==> src/rtl/alu_pkg.sv <==
// rtl/alu_pkg.sv - shared opcodes, widths, flag positions and FSM states for the ALU sequencer
package alu_pkg;

    localparam int W    = 4;
    localparam int RIDX = 2;

    localparam logic [2:0] ALU_ADD = 3'b000;
    localparam logic [2:0] ALU_SUB = 3'b001;
    localparam logic [2:0] ALU_NOT = 3'b010;
    localparam logic [2:0] ALU_AND = 3'b011;
    localparam logic [2:0] ALU_OR  = 3'b100;
    localparam logic [2:0] ALU_XOR = 3'b101;
    localparam logic [2:0] ALU_LT  = 3'b110;
    localparam logic [2:0] ALU_EQ  = 3'b111;

    // Bit positions inside the 3-bit {zero, overflow, carry} flag word
    localparam int FLAG_Z  = 2;
    localparam int FLAG_OV = 1;
    localparam int FLAG_C  = 0;

    typedef enum logic [1:0] {
        IDLE = 2'd0,
        EXEC = 2'd1,
        RESP = 2'd2
    } state_t;

endpackage

==> src/rtl/alu_regfile_4x4.sv <==
// rtl/alu_regfile_4x4.sv - register file: 2 operand read ports, 1 debug read port, 1 write port
//
// Ports:
//   clk, rst                 clock, asynchronous active-high reset (all registers to 0)
//   i_we/i_waddr/i_wdata     synchronous write port
//   i_raddr_a -> o_rdata_a   combinational operand A read
//   i_raddr_b -> o_rdata_b   combinational operand B read
//   i_dbg_sel -> o_dbg_data  combinational debug read
module alu_regfile_4x4 #(
    parameter int NREG = 4,
    parameter int W    = 4
) (
    input  logic                    clk,
    input  logic                    rst,
    input  logic                    i_we,
    input  logic [$clog2(NREG)-1:0] i_waddr,
    input  logic [W-1:0]            i_wdata,
    input  logic [$clog2(NREG)-1:0] i_raddr_a,
    output logic [W-1:0]            o_rdata_a,
    input  logic [$clog2(NREG)-1:0] i_raddr_b,
    output logic [W-1:0]            o_rdata_b,
    input  logic [$clog2(NREG)-1:0] i_dbg_sel,
    output logic [W-1:0]            o_dbg_data
);

    logic [W-1:0] r_regs [NREG];

    always_ff @(posedge clk or posedge rst) begin
        if (rst) begin
            for (int i = 0; i < NREG; i++) begin
                r_regs[i] <= '0;
            end
        end else if (i_we) begin
            r_regs[i_waddr] <= i_wdata;
        end
    end

    assign o_rdata_a  = r_regs[i_raddr_a];
    assign o_rdata_b  = r_regs[i_raddr_b];
    assign o_dbg_data = r_regs[i_dbg_sel];

endmodule

==> src/rtl/alu_cmd_sequencer.sv <==
// rtl/alu_cmd_sequencer.sv - command-driven front end for the combinational 4-bit ALU
//
// Ports:
//   clk, rst                          clock, asynchronous active-high reset
//   cmd_valid/cmd_ready               command handshake
//   cmd_ld/op/rd/rs1/rs2/imm          command fields (load immediate or ALU op)
//   alu_fnselec/alu_a/alu_b           registered ALU inputs
//   alu_res/zero/overflow/carry       ALU outputs, captured at the end of EXEC
//   rsp_valid/rsp_ready               response handshake
//   rsp_res, rsp_flags                written value and {zero, overflow, carry}
//   dbg_sel -> dbg_data               combinational register read-back
module alu_cmd_sequencer #(
    parameter int NREG = 4,
    parameter int W    = 4
) (
    input  logic                    clk,
    input  logic                    rst,
    input  logic                    cmd_valid,
    output logic                    cmd_ready,
    input  logic                    cmd_ld,
    input  logic [2:0]              cmd_op,
    input  logic [$clog2(NREG)-1:0] cmd_rd,
    input  logic [$clog2(NREG)-1:0] cmd_rs1,
    input  logic [$clog2(NREG)-1:0] cmd_rs2,
    input  logic [W-1:0]            cmd_imm,
    output logic [2:0]              alu_fnselec,
    output logic [W-1:0]            alu_a,
    output logic [W-1:0]            alu_b,
    input  logic [W-1:0]            alu_res,
    input  logic                    alu_zero,
    input  logic                    alu_overflow,
    input  logic                    alu_carry,
    output logic                    rsp_valid,
    input  logic                    rsp_ready,
    output logic [W-1:0]            rsp_res,
    output logic [2:0]              rsp_flags,
    input  logic [$clog2(NREG)-1:0] dbg_sel,
    output logic [W-1:0]            dbg_data
);

    import alu_pkg::*;

    localparam int RW = $clog2(NREG);

    state_t          r_state;
    state_t          w_next_state;
    logic            w_cmd_fire;
    logic            w_we;
    logic [RW-1:0]   w_waddr;
    logic [W-1:0]    w_wdata;
    logic [W-1:0]    w_rdata_a;
    logic [W-1:0]    w_rdata_b;
    logic [2:0]      w_alu_flags;

    logic [2:0]      r_alu_fnselec;
    logic [W-1:0]    r_alu_a;
    logic [W-1:0]    r_alu_b;
    logic [RW-1:0]   r_rd;
    logic [W-1:0]    r_rsp_res;
    logic [2:0]      r_flags;

    alu_regfile_4x4 #(
        .NREG (NREG),
        .W    (W)
    ) u_regfile (
        .clk        (clk),
        .rst        (rst),
        .i_we       (w_we),
        .i_waddr    (w_waddr),
        .i_wdata    (w_wdata),
        .i_raddr_a  (cmd_rs1),
        .o_rdata_a  (w_rdata_a),
        .i_raddr_b  (cmd_rs2),
        .o_rdata_b  (w_rdata_b),
        .i_dbg_sel  (dbg_sel),
        .o_dbg_data (dbg_data)
    );

    always_comb begin
        w_alu_flags          = '0;
        w_alu_flags[FLAG_Z]  = alu_zero;
        w_alu_flags[FLAG_OV] = alu_overflow;
        w_alu_flags[FLAG_C]  = alu_carry;
    end

    always_ff @(posedge clk or posedge rst) begin
        if (rst) begin
            r_state <= IDLE;
        end else begin
            r_state <= w_next_state;
        end
    end

    // Write-back happens either on a load accept in IDLE or unconditionally
    // at the end of the EXEC settle cycle; the two never coincide.
    always_comb begin
        w_next_state = r_state;
        w_cmd_fire   = 1'b0;
        w_we         = 1'b0;
        w_waddr      = cmd_rd;
        w_wdata      = cmd_imm;
        case (r_state)
            IDLE: begin
                if (cmd_valid) begin
                    w_cmd_fire = 1'b1;
                    if (cmd_ld) begin
                        w_we         = 1'b1;
                        w_next_state = RESP;
                    end else begin
                        w_next_state = EXEC;
                    end
                end
            end
            EXEC: begin
                w_we         = 1'b1;
                w_waddr      = r_rd;
                w_wdata      = alu_res;
                w_next_state = RESP;
            end
            RESP: begin
                if (rsp_ready) begin
                    w_next_state = IDLE;
                end
            end
            default: begin
                w_next_state = IDLE;
            end
        endcase
    end

    // Operands are captured at accept, so rd may alias rs1/rs2 safely.
    always_ff @(posedge clk or posedge rst) begin
        if (rst) begin
            r_alu_fnselec <= '0;
            r_alu_a       <= '0;
            r_alu_b       <= '0;
            r_rd          <= '0;
            r_rsp_res     <= '0;
            r_flags       <= '0;
        end else begin
            if (w_cmd_fire) begin
                if (cmd_ld) begin
                    r_rsp_res <= cmd_imm;
                end else begin
                    r_alu_fnselec <= cmd_op;
                    r_alu_a       <= w_rdata_a;
                    r_alu_b       <= w_rdata_b;
                    r_rd          <= cmd_rd;
                end
            end
            if (r_state == EXEC) begin
                r_rsp_res <= alu_res;
                r_flags   <= w_alu_flags;
            end
        end
    end

    assign cmd_ready   = (r_state == IDLE);
    assign rsp_valid   = (r_state == RESP);
    assign rsp_res     = r_rsp_res;
    assign rsp_flags   = r_flags;
    assign alu_fnselec = r_alu_fnselec;
    assign alu_a       = r_alu_a;
    assign alu_b       = r_alu_b;

endmodule

==> config.mk <==
export PLATFORM = sky130hd
export DESIGN_NAME = alu_cmd_sequencer
export DESIGN_NICKNAME = d
export VERILOG_FILES = /design/src/rtl/alu_pkg.sv /design/src/rtl/alu_regfile_4x4.sv /design/src/rtl/alu_cmd_sequencer.sv
export SDC_FILE = /design/constraint.sdc
export NUM_CORES = 1
export LEC_CHECK = 0
export BUFFER_PORTS_ARGS = -buffer_cell sky130_fd_sc_hd__buf_2
export CORE_MARGIN = 1.5
export CORE_UTILIZATION = 25
export CTS_CLUSTER_SIZE = 24
export DETAILED_ROUTE_END_ITERATION = 10
export SYNTH_ARGS = -nofsm -noshare
export SYNTH_HDL_FRONTEND = slang
export SYNTH_SLANG_ARGS = --single-unit
==> constraint.sdc <==
create_clock -name clk -period 1.4 [get_ports clk]
set_input_delay 0.07 -clock clk [delete_from_list [all_inputs] [get_ports clk]]
set_output_delay 0.07 -clock clk [all_outputs]
set_load 0.02 [all_outputs]
==> metrics.cfg <==
[place]
port_buffers = 50
dp.cells = 271
gp_congestion = 0.703
place_area_um2 = 2380
hpwlAfterDp_um = 3010

[route]
drtIter0Drc = 62
ant_nets = 0
wl_per_cell_um = 14.9
routed_wl_um = 4510
viasPerCell = 4.48
firstDrtPassIters = 4
drc = 0
via_count = 1357

[sta]
slew_headroom_pct = 68.2
rsz0062_at_grt = true
worstMarginPinSlew_ns = 0.477
period_needed_ns = 1.54
hold_viol = 0
clock_skew_ns = 0.00524
finalMaxSlewViolations = 0
max_freq_mhz = 649
timing.final.crit_share_pct = 110
finalWorstSetupSlack_ns = -0.140
setup-violations-final = 37

[status]
violations = negative setup slack
outcome = finished with violations

[clocking]
cts-root-buf = clkbuf_8
clock_path_buffers = 2
clk_pin_slew_ns = 0.08
htreeDepth = 2
worstSkewPairLatency_ns = 0.29
cts_sinks = 38
cts_tree = yes
cts_buffers = 5

[grt]
grt_pass1_wl_um = 7040
first_global_vias = 1354
track_usage_pct = 11.1
grt_antenna_before_repair = 0
grt_overflow = 0
grt_max_degree = 39

[yosys]
syn-instance-count = 115
synth_seq_area_share_pct = 49.4
syn_nets = 142
yosys_warnings = 0
synthTopCellsByCount = dfrtp_1, mux2_2, mux4_2, mux2_4, inv_1
yosys-top-cells-area = dfrtp_1, mux2_2, mux4_2
avgSynthCellArea_um2 = 16.7
synth-edff-count = 0
synthDominantCellAreaShare_pct = 49.4
ys.flop_type = dfrtp_1
mappedNetlistArea_um2 = 1930
ys_ff_latch = 38
synth_most_common_cell = dfrtp_1
yosysUniqueCellTypes = 20
yosysTopAreaCell = dfrtp_1
async_flop_share_pct = 100

[power_and_ir_drop]
powerDensity_nw_per_um2 = 1940
peakVddDrop_mv = 0.724
p_leak_nw = 1.37

[die]
core_um2 = 7370
die_x_um = 90.8
initial_core_util_pct = 26.1
rows = 31
die_height_um = 90.8
die-area_um2 = 8240
ios = 51

[layout]
multi_input_area_um2 = 1070
syn_to_final_growth_pct = 48.9
utilization_pct = 38.9
final_cells = 303
nets = 230
antenna_cells = 0
fin_area_um2 = 2870
fillCellCount = 722
drive_above_1_share_pct = 76.5
regArea_um2 = 952

[critical_path]
cp_max_fo = 6
max_stage_delay_ns = 0.45
cp.arrival_ns = 1.71
crit_type = reg2reg
crit_chain = buf_12 -> nor4b_4 -> buf_4 -> clkbuf_16 -> mux2_4
critical_path.top_delay_family = buffers and inverters
crit_path_end_kind = flip-flop
critPathBufInv = 3
setup.worst_path.start_class = flip-flop
critPathRequiredTime_ns = 1.57
critPathSlowestCell = dfrtp_2

[flow_run]
drv_cap = 0

[hold_path]
hp-class = in2reg

## kinds of logic after synthesis
group | after synthesis | share of synthesized area (%)
and+or+nand+nor | 10 | 4.74
AOI/OAI and AO/OA | 7 | 4.55
buffers and inverters | 9 | 3.31
DFF | 38 | 49.4
muxes | 51 | 38.0
## final timing paths
| path | slack (ns) | cells after the start | endpoint | start |
|---|---|---|---|---|
| max in group asynchronous | 0.61 | 4 | r_state[1] | rst |
| max | -0.14 | 5 | alu_b[1] | r_state[1] |
| min reg2reg | 0.51 | 1 | alu_fnselec[2] | alu_fnselec[2] |
| min | 0.01 | 2 | rsp_flags[1] | alu_overflow |
| max reg2reg | -0.14 | 5 | alu_b[1] | r_state[1] |
| min in group asynchronous | 0.43 | 4 | alu_a[0] | rst |
## per-stage QoR
step	setup TNS (ns)	total power, mW	hold slack, ns	setup WS, ns
2_1_floorplan	-2.29	3.33	0.187	-0.139
3_3_place_gp	-3.53	3.93	0.207	-0.187
3_5_place_dp	-3.75	3.97	0.214	-0.177
4_1_cts	-3.39	5.38	0.00395	-0.144
5_1_grt	-4.90	5.87	0.00941	-0.183
6_report	-3.48	5.57	0.0128	-0.140
## flip-flops by register name, summed over array words and instances, names as in the netlist
| register | flops |
|---|---|
| u_regfile.r_regs | 16 |
| alu_fnselec | 3 |
| alu_b | 4 |
| r_state | 2 |
| rsp_res | 4 |
| r_rd | 2 |
| rsp_flags | 3 |
| alu_a | 4 |
## worst reg2reg max path, delay by kind of cell (launching register included)
family | cells | cell delay [ns]
simple gates | 1 | 0.20
flops | 1 | 0.45
mux | 1 | 0.29
buf+inv | 3 | 0.48
## power breakdown
part | internal [mW] | leakage (nW) | switching [mW]
clock | 0.396 | 0.0472 | 0.399
sequential | 1.59 | 0.456 | 0.389
combinational | 1.71 | 0.871 | 1.08
total | 3.70 | 1.37 | 1.87
## metal layers
| layer | vias to the layer above | GRT usage (%) | routed length, um |
|---|---|---|---|
| met2 | 56 | 14.8 | 1880 |
| met1 | 684 | 17.1 | 2280 |
| met4 | 0 | 2.78 | 29 |
| met5 | - | 0 | 0 |
| met3 | 5 | 3.28 | 320 |
| li1 | 612 | - | - |
## placed cells by master (no fill, tap or decap), drive strengths merged
| cell | instances |
|---|---|
| buf | 83 |
| mux2 | 39 |
| dfrtp | 38 |
| mux4 | 12 |
| clkbuf | 7 |
| inv | 5 |
| a31oi | 2 |
| nor2 | 2 |
| nor2b | 2 |
| nor4b | 2 |
| and4bb | 1 |
| and3b | 1 |
| a32o | 1 |
| a21oi | 1 |
| a32oi | 1 |
| nand2 | 1 |
| o21ai | 1 |
| nor4bb | 1 |
| a21o | 1 |
| clkinvlp | 1 |
| clkinv | 1 |
| dlygate4sd3 | 1 |
## area by class of cell
type / count / area share, %
clock inverters: 2 / 0.436
repair buffers: 85 / 21.2
multi-input cells: 68 / 37.3
flip-flops and latches: 38 / 33.2
clock buffers: 6 / 2.88
inverters: 5 / 0.654
well taps: 99 / 4.32
## timing repair
action / CTS / global route
endpoints found under the hold margin: 38 / 0
setup endpoints to repair: 36 / 39
hold buffers: 1 / 0
resized for setup: 33 / 16
pin swaps: 2 / 1
buffers inserted: 17 / 6
cloned: 0 / 1
Note: power is estimated with default switching activity, not from simulation.
